==> src/rtl/div_arbiter.sv <==
// div_arbiter: round-robin front end that shares one multi-cycle divider among NUM_REQ requesters.
// Optional macro DIV_ZERO_BYPASS_EN answers divide-by-zero locally without starting the divider.
module div_arbiter #(
  parameter int MSB     = 31,
  parameter int NUM_REQ = 2
) (
  input  logic                          Clk,
  input  logic                          Reset,
  input  logic [NUM_REQ-1:0]            ReqValid,
  input  logic [NUM_REQ-1:0][MSB:0]     ReqDivident,
  input  logic [NUM_REQ-1:0][MSB:0]     ReqDivisor,
  output logic [NUM_REQ-1:0]            ReqReady,
  output logic [NUM_REQ-1:0]            RspValid,
  output logic [MSB:0]                  RspQuotient,
  output logic [MSB:0]                  RspReminder,
  output logic                          DivStart,
  output logic [MSB:0]                  DivDivident,
  output logic [MSB:0]                  DivDivisor,
  input  logic                          DivDone,
  input  logic [MSB:0]                  DivQuotient,
  input  logic [MSB:0]                  DivReminder
);
  localparam int PTR_W = (NUM_REQ > 1) ? $clog2(NUM_REQ) : 1;
  localparam int CNT_W = $clog2(MSB + 4);
  localparam logic [PTR_W-1:0] LAST = PTR_W'(NUM_REQ - 1);

  typedef enum logic [1:0] {IDLE, START, BUSY, RESP} state_t;

  state_t             state, state_nxt;
  logic [PTR_W-1:0]   ptr, owner, grant_idx;
  logic [PTR_W:0]     idx;
  logic               found, accept, zero_div;
  logic [NUM_REQ-1:0] grant;
  logic [MSB:0]       acc_divident, acc_divisor;
  logic [CNT_W-1:0]   busy_cnt;

  // Round-robin search starting at ptr and wrapping past NUM_REQ-1.
  always_comb begin
    found     = 1'b0;
    grant_idx = '0;
    idx       = '0;
    for (int off = 0; off < NUM_REQ; off++) begin
      idx = {1'b0, ptr} + (PTR_W+1)'(off);
      if (idx >= (PTR_W+1)'(NUM_REQ)) idx = idx - (PTR_W+1)'(NUM_REQ);
      if (!found && ReqValid[idx[PTR_W-1:0]]) begin
        found     = 1'b1;
        grant_idx = idx[PTR_W-1:0];
      end
    end
    grant = '0;
    if (found) grant[grant_idx] = 1'b1;
  end

  assign acc_divident = ReqDivident[grant_idx];
  assign acc_divisor  = ReqDivisor[grant_idx];
  assign accept       = found && (state == IDLE) && !Reset;

`ifdef DIV_ZERO_BYPASS_EN
  assign zero_div = (acc_divisor == '0);
`else
  assign zero_div = 1'b0;
`endif

  always_ff @(posedge Clk) begin
    if (Reset) begin
      state    <= IDLE;
      ptr      <= '0;
      owner    <= '0;
      busy_cnt <= '0;
    end else begin
      state <= state_nxt;
      if (accept) begin
        owner <= grant_idx;
        ptr   <= (grant_idx == LAST) ? '0 : grant_idx + 1'b1;
      end
      if (state == START)                busy_cnt <= '0;
      else if (state == BUSY && !DivDone) busy_cnt <= busy_cnt + 1'b1;
    end
  end

  always_comb begin
    state_nxt = state;
    case (state)
      IDLE:    if (accept) state_nxt = zero_div ? RESP : START;
      START:   state_nxt = BUSY;
      BUSY:    if (DivDone) state_nxt = RESP;
      RESP:    state_nxt = IDLE;
      default: state_nxt = IDLE;
    endcase
  end

  // Outputs are forced low during Reset so nothing is granted or pulsed in that cycle.
  always_comb begin
    ReqReady = '0;
    RspValid = '0;
    DivStart = 1'b0;
    if (!Reset) begin
      if (state == IDLE)  ReqReady = grant;
      if (state == RESP)  RspValid[owner] = 1'b1;
      if (state == START) DivStart = 1'b1;
    end
  end

  // Operand capture p0 / result capture p1
  always_ff @(posedge Clk) begin
    if (Reset) begin
      DivDivident <= '0;
      DivDivisor  <= '0;
      RspQuotient <= '0;
      RspReminder <= '0;
    end else begin
      if (accept) begin
        DivDivident <= acc_divident;
        DivDivisor  <= acc_divisor;
      end
      if (accept && zero_div) begin
        RspQuotient <= '1;
        RspReminder <= acc_divident;
      end else if (state == BUSY && DivDone) begin
        RspQuotient <= DivQuotient;
        RspReminder <= DivReminder;
      end
    end
  end

  // The attached divider must finish within MSB+2 busy cycles.
  assert property (@(posedge Clk) disable iff (Reset)
    (state == BUSY) |-> (busy_cnt <= CNT_W'(MSB + 2)));

endmodule

==> config.mk <==
export PLATFORM = sky130hd
export DESIGN_NAME = div_arbiter
export DESIGN_NICKNAME = d
export VERILOG_FILES = /design/src/rtl/div_arbiter.sv
export SDC_FILE = /design/constraint.sdc
export NUM_CORES = 1
export LEC_CHECK = 0
export CORE_AREA = 2 2 127 129
export CTS_CLUSTER_SIZE = 10
export DETAILED_ROUTE_END_ITERATION = 8
export DIE_AREA = 0 0 129 131
export PLACE_DENSITY = 0.77
export RECOVER_POWER = 100
export SYNTH_ARGS = -nofsm -noshare
export SYNTH_HDL_FRONTEND = slang
export SYNTH_SLANG_ARGS = --single-unit
export TNS_END_PERCENT = 100
==> constraint.sdc <==
create_clock -name Clk -period 1.85 [get_ports Clk]
set_input_delay 0.185 -clock Clk [delete_from_list [all_inputs] [get_ports Clk]]
set_output_delay 0.185 -clock Clk [all_outputs]
set_load 0.01 [all_outputs]
# Word-level counts from Yosys, hierarchy flattened
# Cells that the tools add are included.
# word_totals
ff_bits,132
inputBits,197
out_inout_bits,133
word_cells,63
# classes
n_addsub,4
n_lt_le_gt_ge,8
eq_ne,5
mux,29
reduce_logical,10
# op_table
operator,count
2-to-1 mux 32 bit,4
2-to-1 mux 1 bit,15
2-to-1 mux 2 bit,7
"< comparator 1 x 2 -> 1 bit, second input constant",4
case mux 2 bit (4 select lines),1
logical AND 1 bit,6
"equality test 2 bit, second input constant",2
"inequality test 2 bit, second input constant",2
"adder 1 x 1 -> 2 bit, second input constant",1
demux 1 bit (select 1 bit),2
"equality test 2 x 1 -> 1 bit, second input constant",1
"greater-or-equal comparator 1 bit, second input constant",2
"greater-or-equal comparator 1 x 2 -> 1 bit, second input constant",1
"greater-or-equal comparator 2 bit, second input constant",1
logical NOT 1 bit,2
logical NOT 2 bit,1
AND reduction 2 bit,1
"subtractor 1 bit, second input constant",2
"adder 1 bit, second input constant",1

# Longest topological paths before layout
# logic_depth
ltp_word,15
mapped_depth,8
depth_no_buf,5

# Worst setup path before layout
# OpenSTA, ideal clock, no wires.
# synth_timing
path_type,reg2reg
start,register state[0]
end,register DivDivident[29]
setup_ns,0.122
t_arrival_ns,1.513
required_ns,1.728
setup_slack_ns,0.216
stages_incl_launch_ff,8
n_path_buf,2
period_less_slack_ns,1.634
cell_sequence,dfxtp_1 > inv_1 > ha_1 > buf_6 > and2b_1 > buf_6 > and3_4 > a221o_1
# synth_via
elab_chain_len,3
# synth_lines
element,line_no,source
start: declaration,29,"state_t state, state_nxt;"
start signal: assignment,71,state <= state_nxt;
logical NOT 2 bit,56,assign accept = found && (state == IDLE) && !Reset;
logical AND 1 bit (2 in a row),56,
end signal: assignment,113,DivDivident <= acc_divident;
end: declaration,17,"output logic [MSB:0] DivDivident,"
# No other way between the ends.
# A chain may end at the register's enable or synchronous reset.

# Worst setup path in the final report
# layout_timing
start,register state[0]
end,output ReqReady[0]
# layout_via
elab_chain_len,3
# layout_lines
element,line_no,source
logical NOT 2 bit,98,if (state == IDLE) ReqReady = grant;
2-to-1 mux 2 bit,98,
2-to-1 mux 2 bit,97,if (!Reset) begin
end: declaration,12,"output logic [NUM_REQ-1:0] ReqReady,"
# No other way between the ends.

==> key figures <==
Placed design
  – Port Buffers: 329
  – Post-DP HPWL: 14100 um
  – Final GP Congestion: 0.840
  – Cell Area, Placed: 8990 um^2

Power
  – P_leak: 3.64 nW
  – Worst IR Drop VDD: 0.653 mV
  – PD cells: 1050 nW/um^2

Worst setup path
  – Worst R2R End: RspReminder[0]$_SDFFE_PP0P_
  – Crit path capture: ReqReady[0]
  – Setup CP Type: register to output pin
  – Reg-to-reg setup timing slack: 0.16 ns
  – R2R cell count: 6
  – Crit path DAT: 1.55 ns
  – Crit Path Max Fanout: 4
  – Required @ worst endpoint: 1.66 ns
  – Startpoint Class: register
  – RR Startpoint: state[0]$_SDFFE_PP0P_
  – Critical Path Sink Type: output pin
  – CP startpoint: state[0]$_SDFFE_PP0P_

Cells and area
  – Synth-to-layout area growth: 74.8%
  – Design area: 9560 um^2
  – Fin nets: 1185
  – Commonest non-fill, non-tap cell in the layout: clkdlybuf4s50_1
  – Most frequent cells in the layout: 194 x clkdlybuf4s50_1, 131 x dfxtp_1, 130 x nand2_1, 128 x dlygate4sd3_1, 66 x a21oi_1
  – Layout cell share with drive strength beyond 1: 0.0692

STA
  – Final setup TNS: 0 ns
  – Slew Limit Fails: 0
  – Tmin final: 1.73 ns
  – Worst slew pin tran: 0.729 ns
  – Setup-failing EPs final: 0
  – Final Hold Fails: 0
  – RSZ-0062 raised after global routing: false
  – Achievable Freq: 578 MHz
  – Final setup skew: 0.00500 ns
  – Tcrit/Tclk final: 0.935
  – Relative slew slack: 0.514

Global route
  – Vias in the first global route: 5898
  – Global-route wire length before repair: 31200 um
  – Total gr overflow: 0
  – Overall routing resource usage: 0.236
  – Largest net degree at the start of global routing: 63
  – Initial antenna violation count: 1

Logic synthesis
  – Post-synth EDFFs: 0
  – Ys flop type: dfxtp_1
  – Ys async rst share: 0
  – Unique masters post-synth: 30
  – Synth Warn #: 0
  – Yosys reg bits: 132
  – Sequential area share after synthesis: 0.483
  – Syn Inst Count: 685
  – Synth Net Count: 886
  – Netlist Area Pre-Place: 5470 um^2
  – Avg Cell Area, Syn: 7.99 um^2

Floorplan
  – Core Rows: 46
  – Starting density of the core: 0.351
  – Core Region: 15600 um^2
  – Die W: 129 um
  – Die height: 131 um
  – Die Area: 16900 um^2
  – Io pins: 330

Routing
  – Number of detailed-route iterations in the first pass: 6
  – Via Count: 6352
  – Post-route ant nets: 0
  – Drt drc: 0
  – Post-Route WL: 20600 um
  – Vias per cell: 5.23
  – DRT iter0 DRCs: 370
  – Routed wire length per instance: 17.0 um

Clock network
  – CTS tree: built
  – Worst-Skew Late Latency: 0.42 ns
  – Clock slew at reported path FFs: 0.06 ns
  – CTS buffer count: 17
  – H-Tree Depth: 4
  – TritonCTS sink count: 132
  – # hold bufs at CTS: 0
  – CTS Buffer Depth: 2
  – Root Driver: clkbuf_16

Flow run
  – Max-Cap Viols: 0

Status
  – Outcome: finished clean

Hold path
  – HP Class: input pin to register
  – HP Start: Reset
-- metal layers --
layer | vias to the layer above | routed length, um | part of all wire | GRT usage
li1 | 3069 | - | - | -
met1 | 2925 | 7840 | 0.38 | 0.267
met2 | 313 | 10000 | 0.49 | 0.401
met3 | 45 | 2040 | 0.099 | 0.0827
met4 | 0 | 659 | 0.032 | 0.108
met5 | - | 0 | 0 | 0
-- flip-flops by register name, indices dropped and copies added (netlist names) --
signal and cells:
DivDivident 32, state 2, RspQuotient 32, DivDivisor 32, RspReminder 32, ptr 1, owner 1
-- Yosys cell counts, types with 2 or more instances --
| cell type | n | share of area |
|---|---|---|
| buf_6 | 5 | 0.010 |
| nor2_1 | 4 | 0.0027 |
| buf_2 | 15 | 0.014 |
| nand2_1 | 131 | 0.090 |
| nand2b_1 | 2 | 0.0023 |
| inv_1 | 4 | 0.0027 |
| a31oi_1 | 60 | 0.069 |
| nand4_1 | 62 | 0.071 |
| nand3_1 | 62 | 0.057 |
| nor2b_1 | 2 | 0.0023 |
| buf_4 | 6 | 0.0082 |
| nor3b_1 | 2 | 0.0027 |
| a21oi_1 | 66 | 0.060 |
| and3b_1 | 4 | 0.0064 |
| ha_1 | 4 | 0.0091 |
| o21ai_0 | 62 | 0.057 |
| dfxtp_1 | 132 | 0.48 |
| a221o_1 | 2 | 0.0037 |
| clkbuf_1 | 48 | 0.033 |
| o311ai_0 | 2 | 0.0032 |
-- final cells by class --
cell class	count	area, um^2
inverter	4	15.0
sequential	132	2640
fill	1381	6040
antenna	1	2.50
clock inverter	12	128
timing repair buffer	355	3560
multi-input combinational	474	2480
tap	216	270
clock buffer	20	457
-- cell families after synthesis --
group                      after synthesis  share of synthesized area
AOI/OAI and AO/OA                      195                      0.197
adders and majority gates                4                    0.00915
buffers and inverters                   79                     0.0686
DFF                                    132                      0.483
and+or+nand+nor                        275                      0.242
-- stage by stage --
stage / hold WS [ns] / setup WS (ns) / util / power [mW] / instances
global placement: 0.441 / 0.0764 / 0.576 / 6.82 / 1180
floorplan: 0.321 / 0.216 / - / 5.11 / 685
finish: 0.0230 / 0.120 / 0.613 / 10.0 / 1214
CTS: 0.0104 / 0.000719 / 0.615 / 10.3 / 1213
global route: 0.0336 / 0.0318 / 0.613 / 10.5 / 1214
detailed placement: 0.446 / 0.0708 / 0.576 / 6.86 / 1180
-- worst max-delay path, cell delays in order (launching register included) --
cell      delay (ns)
dfxtp_1         0.37
inv_2           0.08
ha_4            0.17
and2b_1         0.19
and3_4          0.20
clkbuf_2        0.12
-- how the worst min path moves through the flow --
stage	end	slack (ns)	depth (start not counted)
2_1_floorplan	RspQuotient[0]$_SDFFE_PP0P_	0.32	2
3_3_place_gp	RspQuotient[6]$_SDFFE_PP0P_	0.44	2
3_5_place_dp	RspReminder[9]$_SDFFE_PP0P_	0.45	2
4_1_cts	state[1]$_SDFFE_PP0P_	0.01	2
5_1_grt	state[1]$_SDFFE_PP0P_	0.03	2
6_report	state[1]$_SDFFE_PP0P_	0.02	2
-- what timing repair did --
action                                  CTS  global route
setup buffers                             1             0
gates resized for setup                  13             2
endpoints found under the setup margin    5             2
pin swaps                                 1             0
-- where the power goes --
| part | internal (mW) | total (mW) | switching, mW |
|---|---|---|---|
| Clock | 2.05 | 3.34 | 1.29 |
| Sequential | 3.25 | 3.44 | 0.196 |
| Combinational | 1.51 | 3.21 | 1.69 |
| Total | 6.82 | 10.0 | 3.18 |
No activity file was read; power rests on OpenSTA's default activity.
==> edit: new RTL, config.mk and constraints unchanged <==
Make the reset (`Reset`) asynchronous in 2 clocked blocks.
--- a/src/rtl/div_arbiter.sv
+++ b/src/rtl/div_arbiter.sv
@@ -61,7 +61,7 @@
   assign zero_div = 1'b0;
 `endif
 
-  always_ff @(posedge Clk) begin
+  always_ff @(posedge Clk or posedge Reset) begin
     if (Reset) begin
       state    <= IDLE;
       ptr      <= '0;
@@ -102,7 +102,7 @@
   end
 
   // Operand capture p0 / result capture p1
-  always_ff @(posedge Clk) begin
+  always_ff @(posedge Clk or posedge Reset) begin
     if (Reset) begin
       DivDivident <= '0;
       DivDivisor  <= '0;
Check against the original RTL: differs if Reset is asserted again (counterexample within 4 cycles, from zero or initial values and one cycle with Reset high); with Reset held inactive, the same outputs for 10 cycles.
==> edit against the original RTL <==
  * Design area up 1.8%
  * Synthesized area is essentially flat
  * Worst setup slack worse by 57 ps
  * Core utilization grew 1.1 points
  * Wire length shrank 12%
  * Sequential cell count is the same
Power is not compared: it rests on default switching activity, and its combinational part moved more than twofold at a synthesized area within 25%.
==> edit: results (changes against the original RTL) <==
Finish
  – Non-filler cells, final: 951 (was 1,214)
  – Ant. Diodes: 0 (was 1)
  – Share of cells above drive strength 1: 0.1837 (was 0.06921)

Worst hold path
  – Worst Hold End: DivDivisor[1]$_DFFE_PP0P_ (was state[1]$_SDFFE_PP0P_)
  – Hold_sp: ReqDivisor[33] (was Reset)

Global route
  – GRT Util Overall: 0.1999 (was 0.2356)
  – M3 GR Usage: 0.06515 (was 0.08265)
  – First-pass GRT wire length: 25,590 um (was 31,190 um)
  – Met2 usage: 0.3358 (was 0.4012)
  – Largest net degree at the start of global routing: 73 (was 63)
  – Initial antenna violation count: 0 (was 1)

Worst setup path
  – Critical R2R Capture: DivDivisor[11]$_DFFE_PP0P_ (was RspReminder[0]$_SDFFE_PP0P_)
  – R2R setup slack: 70 ps (was 160 ps)
  – Worst R2R Path Depth: 7 (was 6)

Placed design
  – Placed cell count: 912 (was 1,180)
  – Placed inst area: 0.009026 mm^2 (was 0.008989 mm^2)

Timing
  – Fin Clk Skew: 9.262 ps (was 4.996 ps)
  – WHS: 394.3 ps (was 23.01 ps)
  – Worst slew margin: 0.3532 (was 0.5137)

Route
  – Drt pass-1 iters: 5 (was 6)
  – Final WL: 18,070 um (was 20,580 um)
  – 1st-iter DRT viols: 219 (was 370)

Yosys
  – Top cells by area, synth: dfrtp_1, mux2_2, a221o_1, and3_1, buf_2 (was dfxtp_1, nand2_1, nand4_1, a31oi_1, a21oi_1)
  – Synth cell count leaders: dfrtp_1, and3_1, mux2_2 (was dfxtp_1, nand2_1, a21oi_1)

Clock network
  – Skew-Pair Late Insertion Delay: 400 ps (was 420 ps)

Status
  – Status: finished clean (unchanged)
edit: changes by cell type after synthesis, sizes merged, moves of 61 or more:
cell and delta:
a221o +62, nand2 -130, and3 +64, mux2 +65, dfrtp +132, a21oi -65, nand3 -62, dfxtp -132
o21ai -61, nand4 -62
edit: critical path, cell delays in order, from the launching register on:
cell and delay [ps]:
dfrtp_1 410, buf_4 160, ha_1 180, and3_1 150
dlygate4sd2_1 290
edit: cell families (layout without fill, tap and decap cells):
logic type	count (synthesis)	after routing	share of synthesized area
flip-flops	132	132	0.6038
AO/OA/AOI/OAI	71	72	0.1267
buffers and inverters	37	389	0.04094
multiplexers	65	65	0.1338
adder cells (fa/ha/maj)	4	4	0.009149
AND/OR/NAND/NOR	73	73	0.08554
edit: final cells by class:
cell class / instances / area [um^2]
Fill cell: 1200 / 5859
Multi-Input combinational cell: 214 / 1991
Inverter: 3 / 15.01
Timing Repair Buffer: 355 / 3585
Clock buffer: 19 / 442.9
Sequential cell: 132 / 3303
Clock inverter: 12 / 131.4
Tap cell: 216 / 270.3
edit: power groups by stage:
stage               Combinational, mW  Clock [mW]  Sequential, mW
finish                           6.93        3.25            5.08
detailed placement               6.78           0            5.09
global placement                 6.57           0            5.04
CTS                              6.86        3.33            5.09
global route                     7.35        3.47            5.24
floorplan                        2.28           0            5.66
edit: worst max-delay path by stage:
stage,start,end,slack [ps],depth (start not counted)
after floorplan,Reset,RspValid[1],-900,2
after global placement,Reset,RspValid[0],-60,4
after detailed placement,Reset,RspValid[0],-40,4
after CTS,state[1]$_DFFE_PP0P_,DivDivident[0]$_DFFE_PP0P_,10,8
after global routing,state[1]$_DFFE_PP0P_,ReqReady[1],-6,5
final,state[1]$_DFFE_PP0P_,RspValid[1],60,4
edit: stage by stage:
step                      worst slack (ps)  utilization  setup TNS (ps)
final                                63.01       0.6243               0
after CTS                            11.31       0.6183               0
after floorplan                     -901.3            -          -901.3
after global routing                -5.885       0.6243          -5.885
after global placement              -64.35       0.5787          -89.33
after detailed placement            -37.85       0.5787          -637.0
edit: metal layers:
| metal | wire length [um] | share of wire |
|---|---|---|
| met1 | 7115 | 0.39 |
| met2 | 8862 | 0.49 |
| met3 | 1682 | 0.093 |
| met4 | 410 | 0.023 |
| met5 | 0 | 0 |
edit: what timing repair did:
item                                    CTS  global route
pin swaps                                 1             1
gates cloned                              1             6
resized for setup                        16             9
endpoints found under the setup margin    6            65
buffers inserted                          1             1
